[config.mk]
export PLATFORM = sky130hd
export DESIGN_NAME = fetch_stage_flat
export DESIGN_NICKNAME = d
export VERILOG_FILES = /design/src/rtl/fetch_stage_if.sv /design/src/rtl/fetch_stage.sv /design/src/flat_wrapper.sv
export SDC_FILE = /design/constraint.sdc
export NUM_CORES = 1
export LEC_CHECK = 0
export ABC_AREA = 1
export BUFFER_PORTS_ARGS = -buffer_cell sky130_fd_sc_hd__buf_4
export CAP_MARGIN = 40
export CORE_AREA = 2 2 166 168
export CTS_BUF_LIST = sky130_fd_sc_hd__clkbuf_4 sky130_fd_sc_hd__clkbuf_8 sky130_fd_sc_hd__clkbuf_16
export CTS_CLUSTER_DIAMETER = 50
export DETAILED_ROUTE_END_ITERATION = 8
export DIE_AREA = 0 0 168 170
export GPL_TIMING_DRIVEN = 0
export HOLD_SLACK_MARGIN = 0.15
export SLEW_MARGIN = 30
export SYNTH_ARGS = -nofsm -noshare
export SYNTH_HDL_FRONTEND = slang
export SYNTH_SLANG_ARGS = --single-unit
[constraint.sdc]
create_clock -name CLK -period 2.8 [get_ports CLK]
set_input_delay 0.28 -clock CLK [delete_from_list [all_inputs] [get_ports CLK]]
set_output_delay 0.28 -clock CLK [all_outputs]
set_load 0.03 [all_outputs]
[src/rtl/fetch_stage_if.sv]
// Fetch-stage bundle: imem request/response, hazard controls, redirect and IF/ID latch outputs.
// Latency: none (wires only).
// Backpressure: imem stalls via ihit; hazard unit stalls via disable_fetch.
interface fetch_stage_if;
    logic        ihit;
    logic [31:0] imemload;
    logic        iREN;
    logic [31:0] imemaddr;
    logic        disable_fetch;
    logic        flush2;
    logic        redirect;
    logic [31:0] redirect_target;
    logic        halt;
    logic [31:0] ifid_instr;
    logic [31:0] ifid_npc;
    logic        ifid_valid;

    // Fetch stage side
    modport slave (
        input  ihit, imemload, disable_fetch, flush2, redirect, redirect_target, halt,
        output iREN, imemaddr, ifid_instr, ifid_npc, ifid_valid
    );

    // Environment side: memory, hazard unit, downstream stages
    modport master (
        output ihit, imemload, disable_fetch, flush2, redirect, redirect_target, halt,
        input  iREN, imemaddr, ifid_instr, ifid_npc, ifid_valid
    );
endinterface

[src/rtl/fetch_stage.sv]
// MIPS IF stage: PC register, imem request, one-entry skid buffer, pending redirect, IF/ID latch.
// Latency: one cycle from ihit to IF/ID.
// Backpressure: disable_fetch parks a returned word in the skid buffer; iREN drops while it is full.
module fetch_stage #(
    parameter logic [31:0] PC_INIT = 32'h0000_0000,
    parameter logic [31:0] PC_STEP = 32'd4
) (
    input  logic          CLK,
    input  logic          nRST,
    fetch_stage_if.slave  bus
);

    typedef enum logic [1:0] {
        FETCH    = 2'd0,
        BUFFERED = 2'd1,
        DRAIN    = 2'd2,
        HALTED   = 2'd3
    } state_t;

    state_t      state_q, state_d;
    logic [31:0] pc_q, pc_d;
    logic [31:0] ifid_instr_q, ifid_instr_d;
    logic [31:0] ifid_npc_q, ifid_npc_d;
    logic        ifid_valid_q, ifid_valid_d;
    logic [31:0] buf_instr_q, buf_instr_d;
    logic [31:0] buf_npc_q, buf_npc_d;
    logic [31:0] pend_target_q, pend_target_d;
    logic        pend_valid_q, pend_valid_d;
    logic [31:0] pc_inc;
    logic        bubble;

    // Sequential fetch address; wraps modulo 2^32
    assign pc_inc = pc_q + PC_STEP;

    assign bus.iREN       = (state_q == FETCH) || (state_q == DRAIN);
    assign bus.imemaddr   = pc_q;
    assign bus.ifid_instr = ifid_instr_q;
    assign bus.ifid_npc   = ifid_npc_q;
    assign bus.ifid_valid = ifid_valid_q;

    // Next-state: halt > redirect > flush2 > disable_fetch > normal fetch
    always_comb begin
        state_d       = state_q;
        pc_d          = pc_q;
        ifid_instr_d  = ifid_instr_q;
        ifid_npc_d    = ifid_npc_q;
        ifid_valid_d  = ifid_valid_q;
        buf_instr_d   = buf_instr_q;
        buf_npc_d     = buf_npc_q;
        pend_target_d = pend_target_q;
        pend_valid_d  = pend_valid_q;
        bubble        = 1'b0;

        if (state_q == HALTED) begin
            // Terminal until reset
            state_d = HALTED;
        end else if (bus.halt) begin
            state_d      = HALTED;
            bubble       = 1'b1;
            pend_valid_d = 1'b0;
        end else if (bus.redirect) begin
            bubble = 1'b1;
            if (state_q == FETCH && !bus.ihit) begin
                // Let the outstanding access finish at the old pc, then jump
                pend_target_d = bus.redirect_target;
                pend_valid_d  = 1'b1;
                state_d       = DRAIN;
            end else if (state_q == DRAIN && !bus.ihit) begin
                // Newer redirect replaces the parked one
                pend_target_d = bus.redirect_target;
            end else begin
                // Access complete (or none in flight): jump now, drop word and buffer
                pc_d         = bus.redirect_target;
                pend_valid_d = 1'b0;
                state_d      = FETCH;
            end
        end else if (state_q == DRAIN) begin
            if (bus.flush2) begin
                bubble = 1'b1;
            end
            if (bus.ihit && pend_valid_q) begin
                // Discard the stale word and resume at the redirect target
                pc_d         = pend_target_q;
                pend_valid_d = 1'b0;
                state_d      = FETCH;
            end
        end else if (bus.flush2) begin
            bubble = 1'b1;
            if (state_q == BUFFERED) begin
                // Buffered word is squashed; refetch it from its own pc
                pc_d    = buf_npc_q - PC_STEP;
                state_d = FETCH;
            end
        end else if (bus.disable_fetch) begin
            if (state_q == FETCH && bus.ihit) begin
                buf_instr_d = bus.imemload;
                buf_npc_d   = pc_inc;
                pc_d        = pc_inc;
                state_d     = BUFFERED;
            end
        end else if (state_q == BUFFERED) begin
            ifid_instr_d = buf_instr_q;
            ifid_npc_d   = buf_npc_q;
            ifid_valid_d = 1'b1;
            state_d      = FETCH;
        end else if (bus.ihit) begin
            ifid_instr_d = bus.imemload;
            ifid_npc_d   = pc_inc;
            ifid_valid_d = 1'b1;
            pc_d         = pc_inc;
        end else begin
            // No word arrived and nothing stalls the pipe: insert a bubble
            bubble = 1'b1;
        end

        if (bubble) begin
            ifid_instr_d = 32'h0;
            ifid_npc_d   = 32'h0;
            ifid_valid_d = 1'b0;
        end
    end

    // State, PC, skid buffer, pending redirect and IF/ID registers
    always_ff @(posedge CLK or negedge nRST) begin
        if (!nRST) begin
            state_q       <= FETCH;
            pc_q          <= PC_INIT;
            ifid_instr_q  <= 32'h0;
            ifid_npc_q    <= 32'h0;
            ifid_valid_q  <= 1'b0;
            buf_instr_q   <= 32'h0;
            buf_npc_q     <= 32'h0;
            pend_target_q <= 32'h0;
            pend_valid_q  <= 1'b0;
        end else begin
            state_q       <= state_d;
            pc_q          <= pc_d;
            ifid_instr_q  <= ifid_instr_d;
            ifid_npc_q    <= ifid_npc_d;
            ifid_valid_q  <= ifid_valid_d;
            buf_instr_q   <= buf_instr_d;
            buf_npc_q     <= buf_npc_d;
            pend_target_q <= pend_target_d;
            pend_valid_q  <= pend_valid_d;
        end
    end

endmodule

[src/flat_wrapper.sv]
// flat-port wrapper written by rule: the top's interface ports become plain ports
module fetch_stage_flat 
#(
    parameter logic [31:0] PC_INIT = 32'h0000_0000,
    parameter logic [31:0] PC_STEP = 32'd4
)
  (CLK, nRST, bus_ihit, bus_imemload, bus_disable_fetch, bus_flush2, bus_redirect, bus_redirect_target, bus_halt, bus_iREN, bus_imemaddr, bus_ifid_instr, bus_ifid_npc, bus_ifid_valid);
  fetch_stage_if bus_i ();
  input  logic CLK;
  input  logic nRST;
  input wire logic [$bits(bus_i.ihit)-1:0] bus_ihit;
  input wire logic [$bits(bus_i.imemload)-1:0] bus_imemload;
  input wire logic [$bits(bus_i.disable_fetch)-1:0] bus_disable_fetch;
  input wire logic [$bits(bus_i.flush2)-1:0] bus_flush2;
  input wire logic [$bits(bus_i.redirect)-1:0] bus_redirect;
  input wire logic [$bits(bus_i.redirect_target)-1:0] bus_redirect_target;
  input wire logic [$bits(bus_i.halt)-1:0] bus_halt;
  output wire logic [$bits(bus_i.iREN)-1:0] bus_iREN;
  output wire logic [$bits(bus_i.imemaddr)-1:0] bus_imemaddr;
  output wire logic [$bits(bus_i.ifid_instr)-1:0] bus_ifid_instr;
  output wire logic [$bits(bus_i.ifid_npc)-1:0] bus_ifid_npc;
  output wire logic [$bits(bus_i.ifid_valid)-1:0] bus_ifid_valid;
  assign bus_i.ihit = bus_ihit;
  assign bus_i.imemload = bus_imemload;
  assign bus_i.disable_fetch = bus_disable_fetch;
  assign bus_i.flush2 = bus_flush2;
  assign bus_i.redirect = bus_redirect;
  assign bus_i.redirect_target = bus_redirect_target;
  assign bus_i.halt = bus_halt;
  assign bus_iREN = bus_i.iREN;
  assign bus_imemaddr = bus_i.imemaddr;
  assign bus_ifid_instr = bus_i.ifid_instr;
  assign bus_ifid_npc = bus_i.ifid_npc;
  assign bus_ifid_valid = bus_i.ifid_valid;
  fetch_stage #(.PC_INIT(PC_INIT), .PC_STEP(PC_STEP)) u_core (.CLK(CLK), .nRST(nRST), .bus(bus_i));
endmodule
Word-level counts from Yosys, hierarchy flattened
Cells that the tools add are included.
Widths: inputs -> output; s select.

storage, ports and cells
  memories = 0
  register bits after elaboration = 196
  output and inout port bits = 98
  input port bits = 71
  logic and storage cells = 118
  memory bits (writable) = 0
  bits in read-only memories = 0
  bits in latches = 0

cells by class
  bitwise logic cells = 5
  magnitude comparators = 0
  reductions and logical operators = 18
  multiply operators = 0
  muxes and demuxes = 65
  $add $sub $neg = 2
  divide/modulo/power cells = 0
  shift-type cells = 0
  eq/ne operators = 19

operator list
  cell                   count
  $mux 32                30
  $add 32x3->32 const B  1
  $sub 32x3->32 const B  1
  $mux 1                 24
  $mux 2                 11
  $reduce_and 7->1       2
  $ne 2x1->1 const B     6
  $ne 5x4->1 const B     2
  $reduce_and 9->1       1
  $reduce_bool 3->1      3
  $reduce_and 4->1       2
  $ne 7x1->1 const B     1
  $ne 5x1->1 const B     1
  $ne 5x3->1 const B     1
  $not 1->1              5
  $reduce_bool 5->1      1
  $eq 2x2->1 const B     2
  $logic_and 1x1->1      4
  $ne 2x2->1 const B     2
  $ne 4x1->1 const B     1
  $ne 4x3->1 const B     1
  $ne 3x3->1 const B     1
  $reduce_and 3->1       1
  $eq 2x1->1 const B     1
  4 further kinds        4

Longest topological paths before layout
Gate-level depths: netlist (run 1).

  word-level depth = 10
  mapped depth = 13
  depth with buffers taken out = 13

Worst setup path before layout (run 1)
OpenSTA, ideal clock, no wires.

  path kind = register to register
  start point = register u_core.state_q[0]
  end point = register u_core.pend_target_q[10]
  cell stages (with the launch flop) = 11
  clock period less this slack = 1,997 ps
  required time = 2,675 ps
  slack = 803 ps
  path buffers = 2
  data arrival time = 1,872 ps
  setup time = 125 ps
  cell sequence = dfrtp_1 > inv_1 > ha_1 > buf_6 > inv_2 > nand2_1 > nand2_1 > inv_1 > nand2_1 > buf_2 > mux2_2

between the ends
  word-level cells in the longest chain between the ends = 4
  elaborated cells on any way between the ends = 9
  those cells by class = eq/ne (2); mux (1); bitwise (1); reduce/logical (5)

RTL lines
  element                                               line                                  source
  from (decl)                                           fetch_stage.sv:20                     state_t state_q, state_d;
  from (signal assigned)                                fetch_stage.sv:136                    state_q <= state_d;
  $eq 2x2->1 / $logic_not 2->1 (equally long branches)  fetch_stage.sv:68, fetch_stage.sv:63
  $logic_and 1x1->1, on equally long branches           fetch_stage.sv:68, fetch_stage.sv:63
  $reduce_bool 2->1 (no source line)                    -
  $reduce_and 4->1 (no source line)                     -
  to (signal assigned)                                  fetch_stage.sv:143                    pend_target_q <= pend_target_d;
  to (decl)                                             fetch_stage.sv:27                     logic [31:0] pend_target_q, pend_target_d;

Parallel ways exist; a longest one is shown, timed or not.
A chain may end at the register's enable or synchronous reset.

Worst setup path in the final report (run 1)
  start point = register u_core.pc_q[2], in the netlist u_core.bus.imemaddr[2]
  end point = register u_core.pc_q[18], in the netlist u_core.bus.imemaddr[18]

between the ends
  word-level cells in the longest chain between the ends = 7
  elaborated cells on any way between the ends = 8
  those cells by class = add/sub (1); mux (7)

RTL lines
  element                 line                source
  from (decl)             fetch_stage.sv:21   logic [31:0] pc_q, pc_d;
  from (signal assigned)  fetch_stage.sv:137  pc_q <= pc_d;
  $add 32x3->32 *         fetch_stage.sv:33   assign pc_inc = pc_q + PC_STEP;
  $mux 32                 fetch_stage.sv:106  end else if (bus.ihit) begin
  $mux 32                 fetch_stage.sv:101  end else if (state_q == BUFFERED) begin
  $mux 32 *               fetch_stage.sv:94   end else if (bus.disable_fetch) begin
  $mux 32 *               fetch_stage.sv:87   end else if (bus.flush2) begin
  $mux 32 *               fetch_stage.sv:77   end else if (state_q == DRAIN) begin
  $mux 32 *               fetch_stage.sv:61   end else if (bus.redirect) begin

Mark *: on every way between the ends. The rest lies on a longest branch, timed or not. The select of a mux whose other input is x is not followed.

==> results of run 1 <==
==> layout make-up <==
type,instances,area [µm²]
Multi-Input combinational cell,995,4920
Timing Repair Buffer,234,1960
Clock buffer,17,425
Sequential cell,196,4900
Clock inverter,15,176
Fill cell,2608,13100
Tap cell,341,427
Buffer,63,390
Inverter,101,382
==> worst max-delay path by stage <==
stage | startpoint | cells after the start | end
floorplan | u_core.state_q[0]$_DFFE_PN0P_ | 10 | u_core.pend_target_q[10]$_DFFE_PN0P_
global placement | nRST | 1 | u_core.pend_target_q[4]$_DFFE_PN0P_
detailed placement | u_core.state_q[0]$_DFFE_PN0P_ | 10 | u_core.bus.ifid_instr[31]$_DFFE_PN0P_
CTS | u_core.state_q[0]$_DFFE_PN0P_ | 10 | u_core.bus.ifid_instr[31]$_DFFE_PN0P_
global route | u_core.state_q[0]$_DFFE_PN0P_ | 10 | u_core.bus.ifid_npc[4]$_DFFE_PN0P_
finish | u_core.bus.imemaddr[2]$_DFFE_PN0P_ | 11 | u_core.bus.imemaddr[18]$_DFFE_PN0P_
==> worst max-delay path: cells and delay by family (launching register included) <==
| kind | cells | cell delay [ns] |
|---|---|---|
| DFF | 1 | 0.61 |
| buffers and inverters | 1 | 0.17 |
| and+or+nand+nor | 8 | 0.89 |
| adders and majority gates | 1 | 0.25 |
| xor gates and xnor gates | 1 | 0.46 |
==> layout by cell type (no fill, tap or decap), drive strengths merged, types with 31 or more instances in the layout <==
cell type    instances
nor2               138
o21ai              156
clkbuf              33
nand2              431
buf                217
inv                110
nand3               75
dfrtp              196
a21oi               50
mux2i               31
dlygate4sd3         64
==> metal layers <==
metal | routed length (µm) | vias up
met5 | 0 | -
met4 | 691 | 0
met3 | 2050 | 33
met2 | 16200 | 344
met1 | 16700 | 4682
li1 | - | 4927
==> logic make-up after synthesis <==
family,synth area share
and+or+nand+nor,0.262
muxes,0.0452
buffers and inverters,0.0729
xor gates and xnor gates,0.0198
AOI/OAI and AO/OA,0.130
adders and majority gates,0.00709
DFF,0.463
==> flip-flops by register name, indices dropped and copies added, names as in the netlist <==
register / cells
u_core.bus.ifid_instr: 32
u_core.bus.ifid_valid: 1
u_core.state_q: 2
u_core.buf_npc_q: 32
u_core.pend_target_q: 32
u_core.bus.ifid_npc: 32
u_core.bus.imemaddr: 32
u_core.buf_instr_q: 32
u_core.pend_valid_q: 1
==> per-stage QoR <==
step | hold WS [ns] | TNS, ns | area (µm²) | total power, mW | instances
5_1_grt | 0.187 | 0 | 13600 | 11.8 | 1962
4_1_cts | 0.157 | 0 | 13600 | 11.2 | 1961
3_5_place_dp | 0.235 | 0 | 12300 | 8.63 | 1865
2_1_floorplan | -0.0156 | 0 | 10600 | 6.70 | 1355
3_3_place_gp | 0.453 | -1.02 | 12300 | 8.57 | 1863
6_report | 0.164 | 0 | 13600 | 11.2 | 1962
==> what timing repair did <==
action | CTS | global route
resized for setup | 0 | 0
hold buffers | 64 | 0
hold endpoints to repair | 145 | 0
==> power breakdown <==
group,switching (mW),internal (mW),leakage [nW],total [mW]
Sequential,0.712,3.54,2.49,4.25
Clock,1.32,1.22,0.287,2.54
Combinational,2.85,1.58,3.85,4.43
==> run metrics, run 1 <==
outcome complete, no violations; met1 usage 0.358; die area 28600 µm²; TritonCTS clock tree built; Seq/Total Area, Yosys 0.463; ANT cells 0; Yosys cell types 44; reg-to-reg slack, setup 0.35 ns; vias in the first global route 9473; Tot GR Track Use 0.252; post-synthesis async set-or-reset flop share 1.00; fin crit period 2.45 ns; cell area after synthesis ~11000 µm²; routing usage on met2 0.403; critical path arrival approximately 2.8 ns; Worst Hold Launch bus_redirect_target[1]; syn_area_per_cell between 7 and 8 µm²; EDFF count, synth 0; most frequent cells after synthesis 430 x nand2_1, 196 x dfrtp_1, 127 x nor2_1; Mapped Cells 1355; Core ar. 26700 µm²; pwr dens about 830 nW/µm²; CTS root buf clkbuf_16; top_reg_cell synth dfrtp_1; WHS Path Cells 3; worst skew pair latency approximately 0.45 ns; worst min path class input port to flop; number of core rows 60; grt ovf 0; largest net degree at the start of global routing 80; drt total wl 35600 µm; Top Usage Layer GRT met2; Crit path largest cell delay roughly 0.6 ns; WL per Instance 18.1 µm; post-layout util 0.510; relative slew slack 0.459; total number of vias approximately 10000; Initial Util 0.398; Longest Clk Path Bufs 2; crit end category flop; Critical Path, Cell by Cell ha_1 -> nand2_1 -> nor2_4 -> nand2_1 -> inv_1 -> nand3_2 -> xnor2_1 -> nand2_1 -> nand3_1 -> nand2_1 -> nand2_1; # nets final 1685; f_max 408 MHz; CP dominant cell by count nand2_1; Initial DRC Count 932; Leak Pwr 6.63 nW; CP max stage cell dfrtp_1; top cells by area, synth dfrtp_1 46%, nand2_1 15%, o21ai_0 6.0%; number of max-cap violations 0; CP startpoint kind flop; CTS clock-pin slew for the worst setup and hold paths 0.08 ns; Synthesized Nets 1432; Layout area overhead 28.3%; Die Span X 168 µm; most frequent cell after synthesis nand2_1; Max FO, Critical Path 8; worst path required time 3.19 ns; # DRC 0; # clock sinks 196; R2R Path End u_core.bus.imemaddr[18]$_DFFE_PN0P_; setup ws final 0.348 ns; Seq cells post-synth 196; GPL Wtd Cong ~0.94; Slew Limit Fails 0; HPWL Detailed 27200 µm; Setup Crit Path Kind flop to flop; Final ANT Viol Nets 0; share of the synthesized area in the top cell type 0.463; DP Worst Slack 0.392 ns; cells on worst reg2reg path 11; post-CTS setup buffers 0; vias per cell 5.09; worst slew pin tran 0.812 ns; initial antenna violation count 0; YS warnings 0; grt met3 use 0.0377; H-tree level count 4; Num CTS Buffers 17; Final Skew ~0.014 ns; FF-to-FF Start u_core.bus.imemaddr[2]$_DFFE_PN0P_; global-route wire length before repair 54800 µm; IO Pins 169; I/O Buffers 167; RSZ-0062 raised after global routing no; Max IR drop VDD 0.471 mV; largest area contributor in the synthesized netlist dfrtp_1; Hold Crit Endpoint u_core.pend_target_q[1]$_DFFE_PN0P_; ratio of cells with drive above 1 in the final layout 0.186; first drt pass iteration count 5; DIE HEIGHT 170 µm; final setup fails 0; Final Hold Viols 0; crit share post-route 0.876
Note: power is estimated with default switching activity, not from simulation.
==> run 2, diff against run 1 <==
Settings changed: ABC_AREA 1 to unset, CORE_AREA 2 2 166 168 to 2 2 164 166, DIE_AREA 0 0 168 170 to 0 0 166 168.
==> run 2 against run 1 <==
Effect of this change:
- count of clock-buffer cells in the layout unchanged
- sequential power fell by 20%
- sequential share of layout area decreased by 0.30 points
- critical path depth decreased by 4
- final cell count decreased by 15%
- flip-flop and latch count did not move
- hold slack improved by 0.12 ns
- clock skew increased by 0.0061 ns
- clock power up 12%
==> run metrics, run 2 <==
Critical Path, Cell by Cell and3_1 -> clkbuf_1 -> nand4_1 -> clkbuf_1 -> o31a_1 -> o311ai_0 -> a21oi_1 (was ha_1 -> nand2_1 -> nor2_4 -> nand2_1 -> inv_1 -> nand3_2 -> xnor2_1 -> nand2_1 -> nand3_1 -> nand2_1 -> nand2_1); top_reg_cell synth dfrtp_1 (unchanged); most frequent cell after synthesis dfrtp_1 (was nand2_1); Tot GR Track Use 0.257 (was 0.252); Initial DRC Count 771 (was 932); drt total wl 36100 µm (was 35600 µm); f_max 372 MHz (was 408 MHz); grt ovf 0 (unchanged); cell area after synthesis 10400 µm² (was 10600 µm²); final setup fails 0 (unchanged); Final Skew 0.0203 ns (was 0.0141 ns); largest net degree at the start of global routing 75 (was 80); commonest non-fill, non-tap cell in the layout dfrtp_1 (was nand2_1); Max IR drop VDD 0.413 mV (was 0.471 mV); Final ANT Viol Nets 0 (unchanged); Die Span X 166 µm (was 168 µm); RSZ-0062 raised after global routing yes (was no); Yosys cell types 64 (was 44); first drt pass iteration count 5 (unchanged); fillcell total 2480 (was 2608); fin crit period 2.69 ns (was 2.45 ns); critical path arrival 3.00 ns (was 2.84 ns); CP startpoint kind flop (unchanged); # nets final 1396 (was 1685); Max FO, Critical Path 10 (was 8); ratio of cells with drive above 1 in the final layout 0.269 (was 0.186); Leak Pwr 6.13 nW (was 6.63 nW); top cells by area, synth dfrtp_1 47%, mux2_2 8.0%, o21ai_0 5.4% (was dfrtp_1 46%, nand2_1 15%, o21ai_0 6.0%); Num CTS Buffers 17 (unchanged); ANT cells 0 (unchanged); register area 4910 µm² (was 4900 µm²); Core ar. 26400 µm² (was 26700 µm²); outcome complete, no violations (unchanged); CP dominant cell by count clkbuf_1 (was nand2_1); global-route wire length before repair 55100 µm (was 54800 µm); # clock sinks 196 (unchanged); Synthesized Nets 1143 (was 1432); Seq cells post-synth 196 (unchanged); Longest Clk Path Bufs 2 (unchanged); crit end category flop (unchanged); FF-to-FF Start u_core.bus.imemaddr[10]$_DFFE_PN0P_ (was u_core.bus.imemaddr[2]$_DFFE_PN0P_); # DRC 0 (unchanged); HPWL Detailed 26800 µm (was 27200 µm); worst slew pin tran 0.878 ns (was 0.812 ns); number of max-cap violations 0 (unchanged); CTS root buf clkbuf_16 (unchanged); Worst Hold Launch bus_redirect (was bus_redirect_target[1]); Setup Crit Path Kind flop to flop (unchanged); Mapped Cells 1066 (was 1355); H-tree level count 4 (unchanged); pwr dens 589 nW/µm² (was 825 nW/µm²); largest area contributor in the synthesized netlist dfrtp_1 (unchanged); WL per Instance 21.6 µm (was 18.1 µm); Seq/Total Area, Yosys 0.473 (was 0.463); reg-to-reg slack, setup 0.11 ns (was 0.35 ns); setup tns final 0 ns (unchanged); worst path required time 3.12 ns (was 3.19 ns); TritonCTS clock tree built (unchanged); area of the multi-input gates 5250 µm² (was 4920 µm²); syn_area_per_cell 9.72 µm² (was 7.82 µm²); most frequent cells after synthesis 196 x dfrtp_1, 130 x nand2_1, 111 x o21ai_0 (was 430 x nand2_1, 196 x dfrtp_1, 127 x nor2_1); die area 27900 µm² (was 28600 µm²); Initial Util 0.393 (was 0.398); Slew Limit Fails 0 (unchanged); Hold Crit Endpoint u_core.state_q[0]$_DFFE_PN0P_ (was u_core.pend_target_q[1]$_DFFE_PN0P_); total number of vias 9571 (was 9986); vias per cell 5.72 (was 5.09); EDFF count, synth 0 (unchanged); vias in the first global route 9348 (was 9473); worst min path class input port to flop (unchanged); IO Pins 169 (unchanged); number of core rows 60 (unchanged); crit share post-route 0.959 (was 0.876); DIE HEIGHT 168 µm (was 170 µm); share of the synthesized area in the top cell type 0.473 (was 0.463); Final Hold Viols 0 (unchanged); WHS Path Cells 4 (was 3); commonest non-fill, non-tap cells in the layout 195 x dfrtp_1, 173 x buf_4, 130 x nand2_1 (was 430 x nand2_1, 196 x dfrtp_1, 177 x buf_4); Crit path largest cell delay 0.52 ns (was 0.61 ns); I/O Buffers 167 (unchanged); worst skew pair latency 0.46 ns (was 0.45 ns); R2R Path End u_core.bus.imemaddr[21]$_DFFE_PN0P_ (was u_core.bus.imemaddr[18]$_DFFE_PN0P_); initial antenna violation count 0 (unchanged); CTS clock-pin slew for the worst setup and hold paths 0.10 ns (was 0.08 ns); GPL Wtd Cong 0.919 (was 0.945); Layout area overhead 32.2% (was 28.3%); post-synthesis async set-or-reset flop share 1.00 (unchanged); YS warnings 0 (unchanged); Min Hold Slack 0.286 ns (was 0.164 ns); relative slew slack 0.413 (was 0.459); CP max stage cell dfrtp_1 (unchanged); cells on worst reg2reg path 7 (was 11)
-- run 2: cell count changes after synthesis, sizes merged, moves of 49 or more --
| cell | change |
|---|---|
| mux2 | +59 |
| nand3 | -56 |
| nand2 | -301 |
| inv | -82 |
| clkbuf | +49 |
| nor2 | -98 |
-- run 2: through the flow --
step           power [mW]  setup WS (ns)  std cells  area [µm²]   util
4_1_cts              8.09        -0.0288       1673       13600  0.515
3_3_place_gp         5.16         -0.642       1574       12000  0.457
3_5_place_dp         5.18         -0.516       1577       12100  0.460
6_report             8.07          0.115       1673       13700  0.520
2_1_floorplan        4.32          0.312       1066       10400      -
5_1_grt              8.38       -0.00336       1673       13700  0.520
-- run 2: what timing repair did --
action	CTS	global route
pin swaps	1	4
endpoints found under the setup margin	135	138
resized for setup	35	46
hold endpoints to repair	153	0
cloned	0	0
hold buffers	66	0
buffers inserted	0	5
-- run 2: routing by layer --
layer | track usage | part of all wire
met5 | 0 | 0
met1 | 0.346 | 0.43
met4 | 0.0907 | 0.031
met3 | 0.0397 | 0.052
met2 | 0.423 | 0.48
-- run 2: cells by family (layout without fill, tap and decap cells) --
family                     count (synthesis)  count (layout)  synth area share
and+or+nand+nor                          355             355             0.173
buffers and inverters                    102             368            0.0391
xor gates and xnor gates                  27              27            0.0228
AOI/OAI and AO/OA                        258             258             0.158
muxes                                    122             122             0.127
DFF                                      196             196             0.473
adders and majority gates                  6               6           0.00724
-- run 2: where the power goes --
group / total, mW / leakage (nW) / switching, mW / internal (mW)
logic: 1.85 / 3.17 / 1.12 / 0.728
clock network: 2.85 / 0.327 / 1.53 / 1.32
registers: 3.38 / 2.64 / 0.353 / 3.02
-- run 2: worst max path at each step --
stage,startpoint,end,slack [ns],cells after the start
global placement,bus_flush2,u_core.bus.imemaddr[14]$_DFFE_PN0P_,-0.64,8
CTS,u_core.state_q[0]$_DFFE_PN0P_,u_core.bus.imemaddr[25]$_DFFE_PN0P_,-0.03,8
detailed placement,u_core.state_q[0]$_DFFE_PN0P_,u_core.bus.imemaddr[24]$_DFFE_PN0P_,-0.52,7
floorplan,u_core.buf_npc_q[2]$_DFFE_PN0P_,u_core.bus.imemaddr[26]$_DFFE_PN0P_,0.31,7
global route,u_core.bus.imemaddr[2]$_DFFE_PN0P_,u_core.bus.ifid_npc[29]$_DFFE_PN0P_,-0.003,6
finish,u_core.bus.imemaddr[10]$_DFFE_PN0P_,u_core.bus.imemaddr[21]$_DFFE_PN0P_,0.11,7
-- run 2: critical path: cells and delay by family (launching register included) --
family	cells	cell delay (ns)
simple gates	2	0.44
compound gates	3	0.92
flops	1	0.52
buf+inv	2	0.66
-- run 2: final cells by class --
class / count / share of cell area
Multi-Input combinational cell: 768 / 0.383
Clock buffer: 17 / 0.0310
Tap cell: 341 / 0.0311
Clock inverter: 15 / 0.0181
Timing Repair Buffer: 241 / 0.147
Buffer: 75 / 0.0253
Sequential cell: 196 / 0.358
Inverter: 20 / 0.00575
